File: src/rtl/mvau_wmem_addr_gen.sv
// Weight-memory address generator for the MVAU: walks SF*NF weight tiles per
// accepted activation vector, NUM_VEC vectors per start, 1-cycle aligned valid/last stream.
module mvau_wmem_addr_gen #(
    parameter int SF           = 4,
    parameter int NF           = 2,
    parameter int NUM_VEC      = 16,
    parameter int WMEM_ADDR_BW = (SF * NF > 1) ? $clog2(SF * NF) : 1,
    parameter int VEC_BW       = $clog2(NUM_VEC + 1)
) (
    input  logic                    clk,
    input  logic                    rst_n,
    input  logic                    start,
    input  logic                    clr,
    input  logic                    step_v,
    output logic                    step_rdy,
    output logic [WMEM_ADDR_BW-1:0] wmem_addr,
    output logic                    wmem_ren,
    output logic                    wgt_v,
    input  logic                    out_rdy,
    output logic                    sf_last,
    output logic                    nf_last,
    output logic [VEC_BW-1:0]       vec_cnt,
    output logic                    busy,
    output logic                    done
);

    localparam int SF_BW = (SF > 1) ? $clog2(SF) : 1;
    localparam int NF_BW = (NF > 1) ? $clog2(NF) : 1;
    localparam logic [SF_BW-1:0]        SF_MAX   = SF_BW'(SF - 1);
    localparam logic [NF_BW-1:0]        NF_MAX   = NF_BW'(NF - 1);
    localparam logic [WMEM_ADDR_BW-1:0] ADDR_MAX = WMEM_ADDR_BW'(SF * NF - 1);
    localparam logic [VEC_BW-1:0]       VEC_MAX  = VEC_BW'(NUM_VEC);
    localparam logic [VEC_BW-1:0]       VEC_LAST = VEC_BW'(NUM_VEC - 1);

    typedef enum logic [1:0] {IDLE, RUN, DRAIN} state_t;

    state_t           state;
    logic [SF_BW-1:0] sf_cnt;
    logic [NF_BW-1:0] nf_cnt;
    logic             issue;
    logic             sf_wrap;
    logic             nf_wrap;
    logic             vec_end;

    // A stalled output stage blocks issue so the BRAM output register stays stable.
    assign step_rdy = (state == RUN) && (!wgt_v || out_rdy) && !clr;
    assign issue    = step_v && step_rdy;
    assign wmem_ren = issue;
    assign busy     = (state != IDLE);
    assign sf_wrap  = (sf_cnt == SF_MAX);
    assign nf_wrap  = (nf_cnt == NF_MAX);
    assign vec_end  = sf_wrap && nf_wrap;

    always_ff @(posedge clk or negedge rst_n) begin
        if (!rst_n) begin
            state     <= IDLE;
            wmem_addr <= '0;
            sf_cnt    <= '0;
            nf_cnt    <= '0;
            vec_cnt   <= '0;
            wgt_v     <= 1'b0;
            sf_last   <= 1'b0;
            nf_last   <= 1'b0;
            done      <= 1'b0;
        end else if (clr) begin
            state     <= IDLE;
            wmem_addr <= '0;
            sf_cnt    <= '0;
            nf_cnt    <= '0;
            vec_cnt   <= '0;
            wgt_v     <= 1'b0;
            sf_last   <= 1'b0;
            nf_last   <= 1'b0;
            done      <= 1'b0;
        end else begin
            done <= 1'b0;
            case (state)
                IDLE: begin
                    if (start) begin
                        state     <= RUN;
                        wmem_addr <= '0;
                        sf_cnt    <= '0;
                        nf_cnt    <= '0;
                        vec_cnt   <= '0;
                    end
                end
                RUN: begin
                    if (issue && vec_end && vec_cnt == VEC_LAST)
                        state <= DRAIN;
                end
                DRAIN: begin
                    if (!wgt_v || out_rdy) begin
                        state <= IDLE;
                        done  <= 1'b1;
                    end
                end
                default: state <= IDLE;
            endcase

            if (issue) begin
                wmem_addr <= (wmem_addr == ADDR_MAX) ? '0 : wmem_addr + 1'b1;
                sf_cnt    <= sf_wrap ? '0 : sf_cnt + 1'b1;
                if (sf_wrap)
                    nf_cnt <= nf_wrap ? '0 : nf_cnt + 1'b1;
                if (vec_end && vec_cnt != VEC_MAX)
                    vec_cnt <= vec_cnt + 1'b1;
                wgt_v   <= 1'b1;
                sf_last <= sf_wrap;
                nf_last <= nf_wrap;
            end else if (out_rdy) begin
                wgt_v <= 1'b0;
            end
        end
    end

endmodule
File: config.mk
export PLATFORM = sky130hd
export DESIGN_NAME = mvau_wmem_addr_gen
export DESIGN_NICKNAME = d
export VERILOG_FILES = /design/src/rtl/mvau_wmem_addr_gen.sv
export SDC_FILE = /design/constraint.sdc
export NUM_CORES = 1
export LEC_CHECK = 0
export CAP_MARGIN = 20
export CORE_ASPECT_RATIO = 0.8
export CORE_MARGIN = 2
export CORE_UTILIZATION = 51
export CTS_CLUSTER_DIAMETER = 100
export DETAILED_ROUTE_END_ITERATION = 6
export GPL_TIMING_DRIVEN = 0
export PLACE_DENSITY = 0.93
export SLEW_MARGIN = 0
export SYNTH_ARGS = -nofsm -noshare
export SYNTH_HDL_FRONTEND = slang
export SYNTH_SLANG_ARGS = --single-unit
export TNS_END_PERCENT = 100
File: constraint.sdc
create_clock -name clk -period 4.6 [get_ports clk]
set_clock_uncertainty 0.2 [all_clocks]
set_input_delay 0.92 -clock clk [delete_from_list [all_inputs] [get_ports clk]]
set_output_delay 0.92 -clock clk [all_outputs]
set_load 0.01 [all_outputs]
==> qor.yml <==
post-cts-setup-buffers: 0
busiest_layer: "met2"
dp_cells: 123
grt_usage: 0.189
r2r-start: "sf_cnt[0]"
multiInputGateArea_sq_um: 430
cp_num_buf_inv: 3
wl_mm: 1.78
final_util: 0.698
met1_usage: 0.251
finalHoldViolCount: 0
ioPinCount: 21
dr.pass1.iters: 4
rsz0062_at_grt: "false"
worst-r2r-setup-slack_ps: 2520
synth_adder_area_share: 0.0832
synth_area_leader_cell: "dfrtp_1"
finalCriticalPeriod_ps: 3750
antennaDiodeCount: 0
gp_congestion: 0.816
io_buffers: 19
drive_gt1_frac: 0.152
wire_per_inst_microns: 14.0
ys_warn_count: 0
power_uw: 259
dp_hpwl_mm: 1.33
dieHeight_microns: 41.6
synthMuxAreaShare: 0.0222
path_max_fanout: 10
hold_depth: 1
cp_slowest_cell: "clkdlybuf4s50_1"
crit_path_cell_trace: "clkdlybuf4s50_1, nand2b_1, and4_2, buf_2, clkdlybuf4s50_1"
cp_top_family: "buffers and inverters"
post_cts_resized: 0
synth-seq-area-share: 0.472
cts-root-buf: "clkbuf_4"
clock_latency_ps: 290
syn_area_sq_um: 902
grt_max_degree: 18
grt_pass1_vias: 688
netlist_instances: 82
avgSynthCellArea_sq_um: 11.0
ant_nets: 0
viasPerCell: 5.50
crit_path_start_kind: "input port"
antenna_found_initial: 0
critical_path_class: "input port to primary output"
ys_ff_latch: 17
outcome: "complete, no violations"
nNetsFinal: 118
final_cells: 127
relSlewSlack: 0.501
numCtsBuffers: 3
nFillCells: 121
hold_slack_ps: 323
post-place-ws_ps: 855
critPathArrivalTime_ps: 2630
fp.dieArea_sq_um: 2120
num_vias: 698
use_met3: 0.0540
setup_violations: 0
slowest_delay_ps: 570
required_ps: 3480
rr_endpoint: "vec_cnt[4]"
worstMarginPinSlew_ps: 746
period_share: 0.815
worst_path_most_repeated_cell: "clkdlybuf4s50_1"
clock_path_buffers: 2
netlist.area_leader.share: 0.472
synth_compound_gate_area_share: 0.158
final_common_cell: "clkdlybuf4s50_1"
p_leak_nw: 0.499
synth-simple-area-share: 0.204
syn-num-nets: 94
cts.sinks: 17
r2r_cells: 6
ys_top_cells_by_area: "dfrtp_1 (47%), ha_1 (8.3%), a22o_1 (4.9%)"
vdd_drop_max_uv: 210
cts_tree: "built"
min_path_type: "flip-flop to flip-flop"
start_util: 0.549
min_from: "sf_cnt[1]"
hold_buffers: 0
grt_use_met2: 0.288
syn2layout_area_growth_pct: 27.2
grt_pass1_wl_mm: 3.04
place_area_sq_um: 1120
synth_xor_area_frac: 0.00971
end_kind: "primary output"
p_per_area_nw_per_um2: 225
holdPathEnd: "sf_cnt[1]"
drt-initial-drc-count: 12
setup_tns_ps: 0
layout_common_cells: "clkdlybuf4s50_1 (19), dfrtp_1 (17), nor2_1 (9)"
finish.instance_area_sq_um: 1150
synth_cell_types: 30
die_width_microns: 51.0
rows: 13
synth_top_family_by_area: "simple AND/OR/NAND/NOR gates"
maxSlewViolCount: 0
drc: 0
clk_pin_slew_ps: 100
gr-total-overflow: 0
fmax_mhz: 267
regArea_sq_um: 425
htree_levels: 1
cap_violations: 0
core_area_sq_um: 1640
final.setup.worst_slack_ps: 852
## cells in the mapped netlist
cell type  number
nand2_2         1
or2_4           1
and4_2          1
nand3_1         1
o31ai_1         2
mux2i_1         2
or4b_4          1
and3_2          1
buf_6           2
ha_1            6
o31ai_2         1
nor2_4          1
nor2_1          9
dfrtp_1        17
a22o_1          5
nor2b_4         1
nor3_1          1
nor2b_1         1
xnor2_1         1
o21ai_0         2
and3_1          1
buf_2           1
a31o_2          1
o21ai_1         2
nand2b_1        3
nand2_1         3
nor4b_1         3
a21oi_1         1
o211ai_1        5
inv_1           5
## worst reg2reg max path: cells and delay by family (launching register included)
kind | cells | cell delay [ps]
AO/OA/AOI/OAI | 1 | 160
flip-flops | 1 | 380
adder cells (fa/ha/maj) | 1 | 210
AND/OR/NAND/NOR | 3 | 900
buffers and inverters | 1 | 150
## flip-flops by register name (all words and copies together), names as in the netlist
| register | cells |
|---|---|
| wgt_v | 1 |
| state | 2 |
| wmem_addr | 3 |
| nf_last | 1 |
| done | 1 |
| sf_cnt | 2 |
| sf_last | 1 |
| nf_cnt | 1 |
| vec_cnt | 5 |
## metal layers
metal,wire (microns),vias up
li1,-,341
met1,815,335
met2,873,20
met3,76,2
met4,19,0
met5,0,-
## where the power goes
part           internal, mW  switching (mW)  total [mW]
Combinational        0.0124          0.0135      0.0259
Sequential            0.151         0.00244       0.154
Clock                0.0324          0.0465      0.0789
## cell families after synthesis
| kind of cell | after synthesis |
|---|---|
| AND/OR/NAND/NOR | 29 |
| flip-flops | 17 |
| buffers and inverters | 8 |
| XOR/XNOR | 1 |
| AO/OA/AOI/OAI | 19 |
| multiplexers | 2 |
| adder cells (fa/ha/maj) | 6 |
## how the worst max path moves through the flow
stage,startpoint,endpoint,slack (ps),depth (start not counted)
finish,out_rdy,wmem_ren,850,5
global route,out_rdy,wmem_ren,750,5
CTS,out_rdy,wmem_ren,850,5
detailed placement,out_rdy,wmem_ren,860,5
global placement,out_rdy,wmem_ren,880,5
floorplan,clr,wmem_ren,1940,4
## area by class of cell
class                   instances  area share
multi-input cells              57       0.375
flip-flops and latches         17       0.371
repair buffers                 19       0.166
plain buffers                   3      0.0240
well taps                      22      0.0240
clock buffers                   3      0.0196
inverters                       5      0.0164
clock inverters                 1     0.00436
Power figures use the tool's default switching activity.
